File: config.mk
export PLATFORM = sky130hd
export DESIGN_NAME = fetch_unit_flat
export DESIGN_NICKNAME = d
export VERILOG_FILES = /design/src/rtl/fetch_unit_if.sv /design/src/rtl/fetch_unit.sv /design/src/flat_wrapper.sv
export SDC_FILE = /design/constraint.sdc
export NUM_CORES = 1
export LEC_CHECK = 0
export CORE_UTILIZATION = 48
export CTS_CLUSTER_DIAMETER = 60
export DETAILED_ROUTE_END_ITERATION = 6
export PLACE_DENSITY = 0.76
export SLEW_MARGIN = 20
export SYNTH_ARGS = -nofsm -noshare
export SYNTH_HDL_FRONTEND = slang
export SYNTH_HIERARCHICAL = 1
export SYNTH_SLANG_ARGS = --single-unit
File: constraint.sdc
create_clock -name clk -period 2.5 [get_ports clk]
set_input_delay 0.625 -clock clk [delete_from_list [all_inputs] [get_ports clk]]
set_output_delay 0.625 -clock clk [all_outputs]
set_load 0.05 [all_outputs]
File: src/rtl/fetch_unit_if.sv
// Fetch-side bus bundle: instruction-memory request/response channel and the
// decode-facing instruction channel.
//   master : the fetch unit (drives requests and instructions)
//   slave  : the environment (memory + decode)
// Signals:
//   imem_req_valid/ready/addr : word fetch request, addr is the raw PC
//   imem_rsp_valid/data       : in-order response, one per accepted request
//   inst_valid/ready          : instruction handoff to decode
//   inst_data/inst_pc         : instruction word and its PC at queue head
interface fetch_unit_if #(
  parameter int bits = 32
);
  logic            imem_req_valid;
  logic            imem_req_ready;
  logic [bits-1:0] imem_req_addr;
  logic            imem_rsp_valid;
  logic [bits-1:0] imem_rsp_data;
  logic            inst_valid;
  logic            inst_ready;
  logic [bits-1:0] inst_data;
  logic [bits-1:0] inst_pc;

  modport master (
    output imem_req_valid, imem_req_addr, inst_valid, inst_data, inst_pc,
    input  imem_req_ready, imem_rsp_valid, imem_rsp_data, inst_ready
  );

  modport slave (
    input  imem_req_valid, imem_req_addr, inst_valid, inst_data, inst_pc,
    output imem_req_ready, imem_rsp_valid, imem_rsp_data, inst_ready
  );
endinterface

File: src/rtl/fetch_unit.sv
// fetch_unit: instruction fetch stage.
//   Issues word fetches at the current PC under a credit limit, tags each
//   request with its PC, pairs in-order responses with those tags and queues
//   {pc, data} for decode. A redirect flushes the queue and tag FIFO and, if
//   requests are still in flight, drains their responses before fetching on.
// Ports:
//   clk      : clock, rising edge
//   clr      : synchronous active-high reset, overrides everything
//   pc       : current program counter
//   pc_adv   : combinational strobe, PC advances at this edge
//   redirect : flush; PC is loaded with the new target at this edge
//   fi       : fetch_unit_if.master (imem request/response, decode handoff)

// Small circular buffer with registered storage; head is the entry at the
// read pointer. Occupancy is tracked by the owner.
module fetch_fifo #(
  parameter int W     = 32,
  parameter int DEPTH = 2
) (
  input  logic         clk,
  input  logic         clr,
  input  logic         push,
  input  logic         pop,
  input  logic         flush,
  input  logic [W-1:0] din,
  output logic [W-1:0] head
);
  localparam int AW = $clog2(DEPTH);

  logic [DEPTH-1:0][W-1:0] mem;
  logic [AW-1:0]           wr, rd;

  always_ff @(posedge clk) begin
    if (clr) begin
      mem <= '0;
      wr  <= '0;
      rd  <= '0;
    end else if (flush) begin
      wr <= '0;
      rd <= '0;
    end else begin
      if (push) begin
        mem[wr] <= din;
        wr      <= wr + AW'(1);
      end
      if (pop) rd <= rd + AW'(1);
    end
  end

  assign head = mem[rd];
endmodule

module fetch_unit #(
  parameter int bits  = 32,
  parameter int DEPTH = 2
) (
  input  logic            clk,
  input  logic            clr,
  input  logic [bits-1:0] pc,
  output logic            pc_adv,
  input  logic            redirect,
  fetch_unit_if.master    fi
);
  localparam int          AW    = $clog2(DEPTH);
  localparam int          CW    = AW + 1;
  localparam logic [CW:0] LIMIT = (CW+1)'(DEPTH);

  typedef enum logic {RUN, DRAIN} state_t;

  typedef struct packed {
    logic [bits-1:0] pc;
    logic [bits-1:0] data;
  } entry_t;

  state_t          state, state_nx;
  logic [CW-1:0]   outstanding, out_nx;
  logic [CW-1:0]   count, count_nx;
  logic [CW:0]     in_use;
  logic            req_v, acc, q_push, q_pop;
  logic [bits-1:0] tag_head;
  entry_t          q_in, q_head;

  // Next state and channel controls. in_use counts both queued entries and
  // requests still owed a slot, so every response is guaranteed space.
  // Credit depends only on registered state: a pop frees its slot for
  // requests from the next cycle on, keeping inst_ready off the request path.
  always_comb begin
    in_use   = {1'b0, outstanding} + {1'b0, count};
    req_v    = 1'b0;
    acc      = 1'b0;
    q_push   = 1'b0;
    q_pop    = (count != '0) && fi.inst_ready && !redirect;
    out_nx   = outstanding;
    count_nx = count;
    state_nx = state;

    if (state == RUN) begin
      req_v  = (in_use < LIMIT) && !redirect && !clr;
      q_push = fi.imem_rsp_valid && !redirect;
    end
    acc = req_v && fi.imem_req_ready;

    // Responses retire outstanding requests in every state; during a
    // redirect or in DRAIN they are simply dropped.
    if (acc && !fi.imem_rsp_valid)      out_nx = outstanding + CW'(1);
    else if (!acc && fi.imem_rsp_valid) out_nx = outstanding - CW'(1);

    if (redirect)               count_nx = '0;
    else if (q_push && !q_pop)  count_nx = count + CW'(1);
    else if (!q_push && q_pop)  count_nx = count - CW'(1);

    // Stay in (or enter) DRAIN while stale responses are still owed.
    state_nx = ((redirect || state == DRAIN) && out_nx != '0) ? DRAIN : RUN;
  end

  always_ff @(posedge clk) begin
    if (clr) begin
      state       <= RUN;
      outstanding <= '0;
      count       <= '0;
    end else begin
      state       <= state_nx;
      outstanding <= out_nx;
      count       <= count_nx;
    end
  end

  // PC of every accepted request, consumed by its response in order.
  fetch_fifo #(.W(bits), .DEPTH(DEPTH)) u_tag (
    .clk   (clk),
    .clr   (clr),
    .push  (acc),
    .pop   (q_push),
    .flush (redirect),
    .din   (pc),
    .head  (tag_head)
  );

  assign q_in = '{pc: tag_head, data: fi.imem_rsp_data};

  // Instruction queue feeding decode straight from its head register.
  fetch_fifo #(.W(2*bits), .DEPTH(DEPTH)) u_q (
    .clk   (clk),
    .clr   (clr),
    .push  (q_push),
    .pop   (q_pop),
    .flush (redirect),
    .din   (q_in),
    .head  (q_head)
  );

  assign pc_adv            = acc;
  assign fi.imem_req_valid = req_v;
  assign fi.imem_req_addr  = pc;
  assign fi.inst_valid     = (count != '0);
  assign fi.inst_data      = q_head.data;
  assign fi.inst_pc        = q_head.pc;
endmodule

File: src/flat_wrapper.sv
// flat-port wrapper written by rule: the top's interface ports become plain ports
module fetch_unit_flat 
#(
  parameter int bits  = 32,
  parameter int DEPTH = 2
)
  (clk, clr, pc, pc_adv, redirect, fi_imem_req_valid, fi_imem_req_addr, fi_inst_valid, fi_inst_data, fi_inst_pc, fi_imem_req_ready, fi_imem_rsp_valid, fi_imem_rsp_data, fi_inst_ready);
  fetch_unit_if #(.bits(bits)) fi_i ();
  input  logic clk;
  input  logic clr;
  input  logic [bits-1:0] pc;
  output logic pc_adv;
  input  logic redirect;
  output wire logic [$bits(fi_i.imem_req_valid)-1:0] fi_imem_req_valid;
  output wire logic [$bits(fi_i.imem_req_addr)-1:0] fi_imem_req_addr;
  output wire logic [$bits(fi_i.inst_valid)-1:0] fi_inst_valid;
  output wire logic [$bits(fi_i.inst_data)-1:0] fi_inst_data;
  output wire logic [$bits(fi_i.inst_pc)-1:0] fi_inst_pc;
  input wire logic [$bits(fi_i.imem_req_ready)-1:0] fi_imem_req_ready;
  input wire logic [$bits(fi_i.imem_rsp_valid)-1:0] fi_imem_rsp_valid;
  input wire logic [$bits(fi_i.imem_rsp_data)-1:0] fi_imem_rsp_data;
  input wire logic [$bits(fi_i.inst_ready)-1:0] fi_inst_ready;
  assign fi_imem_req_valid = fi_i.imem_req_valid;
  assign fi_imem_req_addr = fi_i.imem_req_addr;
  assign fi_inst_valid = fi_i.inst_valid;
  assign fi_inst_data = fi_i.inst_data;
  assign fi_inst_pc = fi_i.inst_pc;
  assign fi_i.imem_req_ready = fi_imem_req_ready;
  assign fi_i.imem_rsp_valid = fi_imem_rsp_valid;
  assign fi_i.imem_rsp_data = fi_imem_rsp_data;
  assign fi_i.inst_ready = fi_inst_ready;
  fetch_unit #(.bits(bits), .DEPTH(DEPTH)) u_core (.clk(clk), .clr(clr), .pc(pc), .pc_adv(pc_adv), .redirect(redirect), .fi(fi_i));
endmodule
**Word level (Yosys, flattened, before mapping)**

Cells that the tools add are included.

- $add $sub $neg: 9
- Order comparisons: 7
- Muxes and demuxes: 17
- Bitwise logic cells: 1
- Reductions and logical operators: 26

Operator list:

| operator | number |
|---|---|
| 64-bit two-way mux | 3 |
| 128-bit bitwise mux | 1 |
| 32-bit two-way mux | 3 |
| 64-bit bitwise mux | 1 |
| 64-bit demux with 1-bit select | 1 |
| 32-bit demux with 1-bit select | 1 |
| 1-bit logical AND | 13 |
| 1-bit by 2-bit less-than comparator with 1-bit output (second input constant) | 4 |
| 2-bit two-way mux | 4 |
| 1-bit zero test | 6 |
| 2-bit nonzero test | 3 |
| 1-bit adder (second input constant) | 4 |
| 2-bit by 1-bit adder with 2-bit output (second input constant) | 2 |
| 2-bit AND reduction | 2 |
| 2-bit by 1-bit subtractor with 2-bit output (second input constant) | 2 |
| 2-bit by 2-bit adder with 3-bit output | 1 |
| 3-bit by 2-bit less-than comparator with 1-bit output (second input constant) | 1 |
| 1-bit two-way mux | 3 |
| 1-bit >= comparator (second input constant) | 2 |
| 2-bit OR reduction | 1 |
| 1-bit logical OR | 1 |
| 1-bit inverter | 1 |

- Bits in registers: 201
- Word-level logic and storage cells: 71

**Depth between registers and ports, before layout**

- Word-level depth: 13
- Gate-level depth with buffers: 7
- Depth with buffers taken out: 7

**Modules after synthesis**

The synthesis kept the hierarchy.

By module, submodules not included:

| module | instances | cells an instance | area each (sq um) |
|---|---|---|---|
| fetch_fifo (u_core.u_q) | 1 | 564 | 6118.4 |
| fetch_fifo (u_core.u_tag) | 1 | 286 | 3100.5 |
| fetch_unit | 1 | 72 | 615.6 |

**Least setup slack after synthesis**

Ideal clock, no wire load.

- Path type: register to output
- From: register u_core.outstanding[0]
- To: output port fi_imem_req_valid
- Data arrival time: 2.563 ns
- Setup slack: -0.688 ns
- Cell stages (with the launch flop): 4
- Cell sequence: dfxtp_1 > and2_1 > fa_1 > nor4_1

- Word-level cells in the longest chain between the ends: 5

Ends and longest elaborated chain:

| element | RTL line | RTL |
|---|---|---|
| start, declared | fetch_unit.sv:76 | `logic [CW-1:0] outstanding, out_nx;` |
| start signal, assigned | fetch_unit.sv:123 | `outstanding <= out_nx;` |
| 2-bit by 2-bit adder with 3-bit output | fetch_unit.sv:88 | `in_use = {1'b0, outstanding} + {1'b0, count};` |
| 3-bit by 2-bit less-than comparator with 1-bit output | fetch_unit.sv:98 | `req_v = (in_use < LIMIT) && !redirect && !clr;` |
| 1-bit logical AND (2 in a row) | fetch_unit.sv:98 |  |
| 1-bit two-way mux | fetch_unit.sv:97 | `if (state == RUN) begin` |
| end, declared | flat_wrapper.sv:14 | `output wire logic [$bits(fi_i.imem_req_valid)-1:0] fi_imem_req_valid;` |

No other way between the ends.

**Final worst setup path**

- From: register u_core.outstanding[0]
- To: output port pc_adv

- Word-level cells in the longest chain between the ends: 6

Ends and longest elaborated chain:

| element | RTL line | RTL |
|---|---|---|
| 2-bit by 2-bit adder with 3-bit output | fetch_unit.sv:88 |  |
| 3-bit by 2-bit less-than comparator with 1-bit output | fetch_unit.sv:98 |  |
| 1-bit logical AND (2 in a row) | fetch_unit.sv:98 |  |
| 1-bit two-way mux | fetch_unit.sv:97 |  |
| 1-bit logical AND | fetch_unit.sv:101 | `acc = req_v && fi.imem_req_ready;` |
| end, declared | flat_wrapper.sv:12 | `output logic pc_adv;` |

No other way between the ends.

==> results.json <==
{
  "status": "complete, but fails checks",
  "violations": "setup timing",
  "final_common_cell": "nand2b_1",
  "ios": 169,
  "r2r_slack_ns": 0.07,
  "cts_root_buf": "clkbuf_16",
  "fin_area_um2": 12600,
  "most-common-layout-cells": "nand2b_1, dfxtp_1, mux2i_1",
  "hp-start": "u_core/u_q/mem[85]$_SDFFE_PP0P_",
  "clock_skew_ns": 0.00927,
  "tightestPinTransition_ns": 1.06,
  "clock.fmax_mhz": 367,
  "drt_pass1_iterations": 4,
  "dp_hpwl_um": 12700,
  "fin_crit_ns": 2.72,
  "p_sw_frac": 0.230,
  "wl_per_cell_um": 15.0,
  "drt_iter0_drc": 235,
  "synth.yosys.seq_area_share": 0.409,
  "crit-reg2reg-launch": "u_core/outstanding[0]$_SDFF_PP0_",
  "synth_top_area_frac": 0.409,
  "drv_slew": 0,
  "synth_enable_flop_cells": 0,
  "min_path_cells": 2,
  "min_to": "u_core/u_q/mem[85]$_SDFFE_PP0P_",
  "ant_nets": 0,
  "internal_power_w": 0.00591,
  "maxSlewHeadroom": 0.295,
  "synth_top_cell_by_area": "dfxtp_1",
  "syn_inst": 922,
  "die_w_um": 145,
  "antenna_cells": 0,
  "rr_worst_depth": 8,
  "synthArstFlopShare": 0,
  "pwr-share-clk": 0.454,
  "end_kind": "output port",
  "synth_nets": 994,
  "detail_route.vias_per_cell": 4.88,
  "fill_cells": 1643,
  "p_per_area_nw_per_um2": 608,
  "synth_area_leaders": "dfxtp_1, mux2i_1, nand2b_1",
  "rsz0062_at_grt": "true",
  "numCtsBuffers": 22,
  "worstPathArrival_ns": 2.10,
  "drc": 0,
  "grt_usage": 0.189,
  "ir_worst_vdd_uv": 343,
  "pwr-share-seq": 0.427,
  "critical_path_class": "flop to output port",
  "io_buffers": 168,
  "dpl_cell_area_um2": 11800,
  "insertion_delay_ns": 0.50,
  "finalCritPeriodShare": 1.09,
  "ys_types": 36,
  "grt_pass1_vias": 6675,
  "layout_setup_ws_ns": -0.223,
  "layout-drive-gt1-share": 0.267,
  "grt-ovfl-total": 0,
  "wl_um": 20000,
  "grt_max_degree": 298,
  "layout.nets": 1124,
  "syn_area_um2": 9830,
  "worst_setup_path_start_kind": "flop",
  "start_util": 0.497,
  "syn_to_final_growth_pct": 28.3,
  "htreeDepth": 1,
  "netSwitchingPower_w": 0.00177,
  "drv_cap": 0,
  "critPathMaxFanout": 2,
  "cts.sinks": 201,
  "p_comb_frac": 0.119,
  "setup_viol": 2,
  "gp_congestion": 0.741,
  "dieArea_um2": 21100,
  "core-area_um2": 19800,
  "cts_tree": "done",
  "cts_hold_buf": 0,
  "yosysWarningCount": 6,
  "p_leak_nw": 5.39,
  "synthFlopType": "dfxtp_1",
  "antenna_found_initial": 0,
  "grt_pass1_wl_um": 33300,
  "r2r_end": "u_core/u_tag/mem[7]$_SDFFE_PP0P_",
  "cts_buffer_depth": 3,
  "post_synth.cell_area_avg_um2": 10.7,
  "p_total_w": 0.00767,
  "cp.required_ns": 1.88,
  "path_clk_slew_ns": 0.06,
  "die_h_um": 145,
  "hold_path.class": "flop to flop",
  "final-hold-violation-count": 0,
  "num_vias": 6503,
  "rows": 51,
  "synth_seq_cells": 201
}
through the flow:
stage | setup slack, ns | utilization | std cells | TNS (ns) | hold slack (ns)
after global routing | -0.299 | 0.638 | 1332 | -0.562 | 0.485
after global placement | -0.286 | 0.594 | 1286 | -10.82 | 0.455
after CTS | -0.209 | 0.636 | 1329 | -0.223 | 0.472
after floorplan | -0.212 | - | 922 | -6.82 | 0.445
final | -0.223 | 0.638 | 1332 | -0.342 | 0.468
after detailed placement | -0.301 | 0.594 | 1286 | -12.04 | 0.458
worst max path at each step:
stage / from / end / slack (ns)
3_5_place_dp: redirect / u_core/u_tag/mem[30]$_SDFFE_PP0P_ / -0.30
6_report: u_core/outstanding[0]$_SDFF_PP0_ / pc_adv / -0.22
5_1_grt: u_core/outstanding[0]$_SDFF_PP0_ / pc_adv / -0.30
2_1_floorplan: u_core/outstanding[0]$_SDFF_PP0_ / u_core/u_tag/mem[11]$_SDFFE_PP0P_ / -0.21
4_1_cts: u_core/count[0]$_SDFFE_PP0P_ / pc_adv / -0.21
3_3_place_gp: redirect / u_core/u_tag/mem[27]$_SDFFE_PP0P_ / -0.29
synthesized netlist by cell type (2+ instances only):
cell type / n
nor3_1: 4
xor2_1: 2
nor2b_1: 2
buf_2: 13
nand2b_1: 289
and2b_2: 2
buf_4: 41
or3b_1: 2
buf_6: 6
nor2_1: 5
mux2_2: 96
buf_12: 2
nor3b_2: 2
mux2i_1: 194
nand3b_1: 4
clkbuf_1: 32
xnor2_1: 5
dfxtp_1: 201
and3b_1: 2
inv_2: 2
flip-flops by register name, summed over array words and instances (netlist names):
signal	cells
u_core/state	1
u_core/u_q/mem	128
u_core/u_q/wr	1
u_core/u_tag/wr	1
u_core/count	2
u_core/u_tag/mem	64
u_core/outstanding	2
u_core/u_q/rd	1
u_core/u_tag/rd	1
cells by family after synthesis:
family / Yosys count / synth area share
and+or+nand+nor: 320 / 0.207
muxes: 292 / 0.310
DFF: 201 / 0.409
buffers and inverters: 96 / 0.0618
xor gates and xnor gates: 7 / 0.00623
AOI/OAI and AO/OA: 4 / 0.00254
adders and majority gates: 2 / 0.00331
worst max-delay path, cell delays in order, from the launching register on:
cell and delay, ns:
dfxtp_4 0.34, and2_4 0.15, fa_2 0.48, nor4_4 0.32, buf_4 0.18, buf_12 0.13
per-layer routing:
layer  vias up  routed length [µm]  global-route usage  part of all wire
met5         -                   0                   0                 0
met4         0                 395              0.0468             0.020
met3        29                 746              0.0327             0.037
met2       109                9440               0.320              0.47
met1      3054                9450               0.247              0.47
li1       3311                   -                   -                 -
area by class of cell:
class | count | area [µm²] | share of cell area
multi-input combinational | 625 | 5230 | 0.415
sequential | 201 | 4040 | 0.320
timing repair buffer | 200 | 2220 | 0.176
clock buffer | 28 | 634 | 0.0503
tap | 265 | 332 | 0.0263
clock inverter | 11 | 155 | 0.0123
inverter | 2 | 7.51 | 0.000595
power groups by stage:
stage,clock network [W],logic [W],registers [W]
finish,0.00349,0.000911,0.00328
CTS,0.00357,0.000907,0.00328
global placement,0,0.000889,0.00335
floorplan,0,0.000569,0.00334
detailed placement,0,0.000892,0.00335
global route,0.00370,0.000961,0.00328
repair_timing:
action,in CTS,in global routing
pin swaps,1,2
resized for setup,3,4
setup endpoints to repair,11,3
setup buffers,4,3
Power figures use the tool's default switching activity.
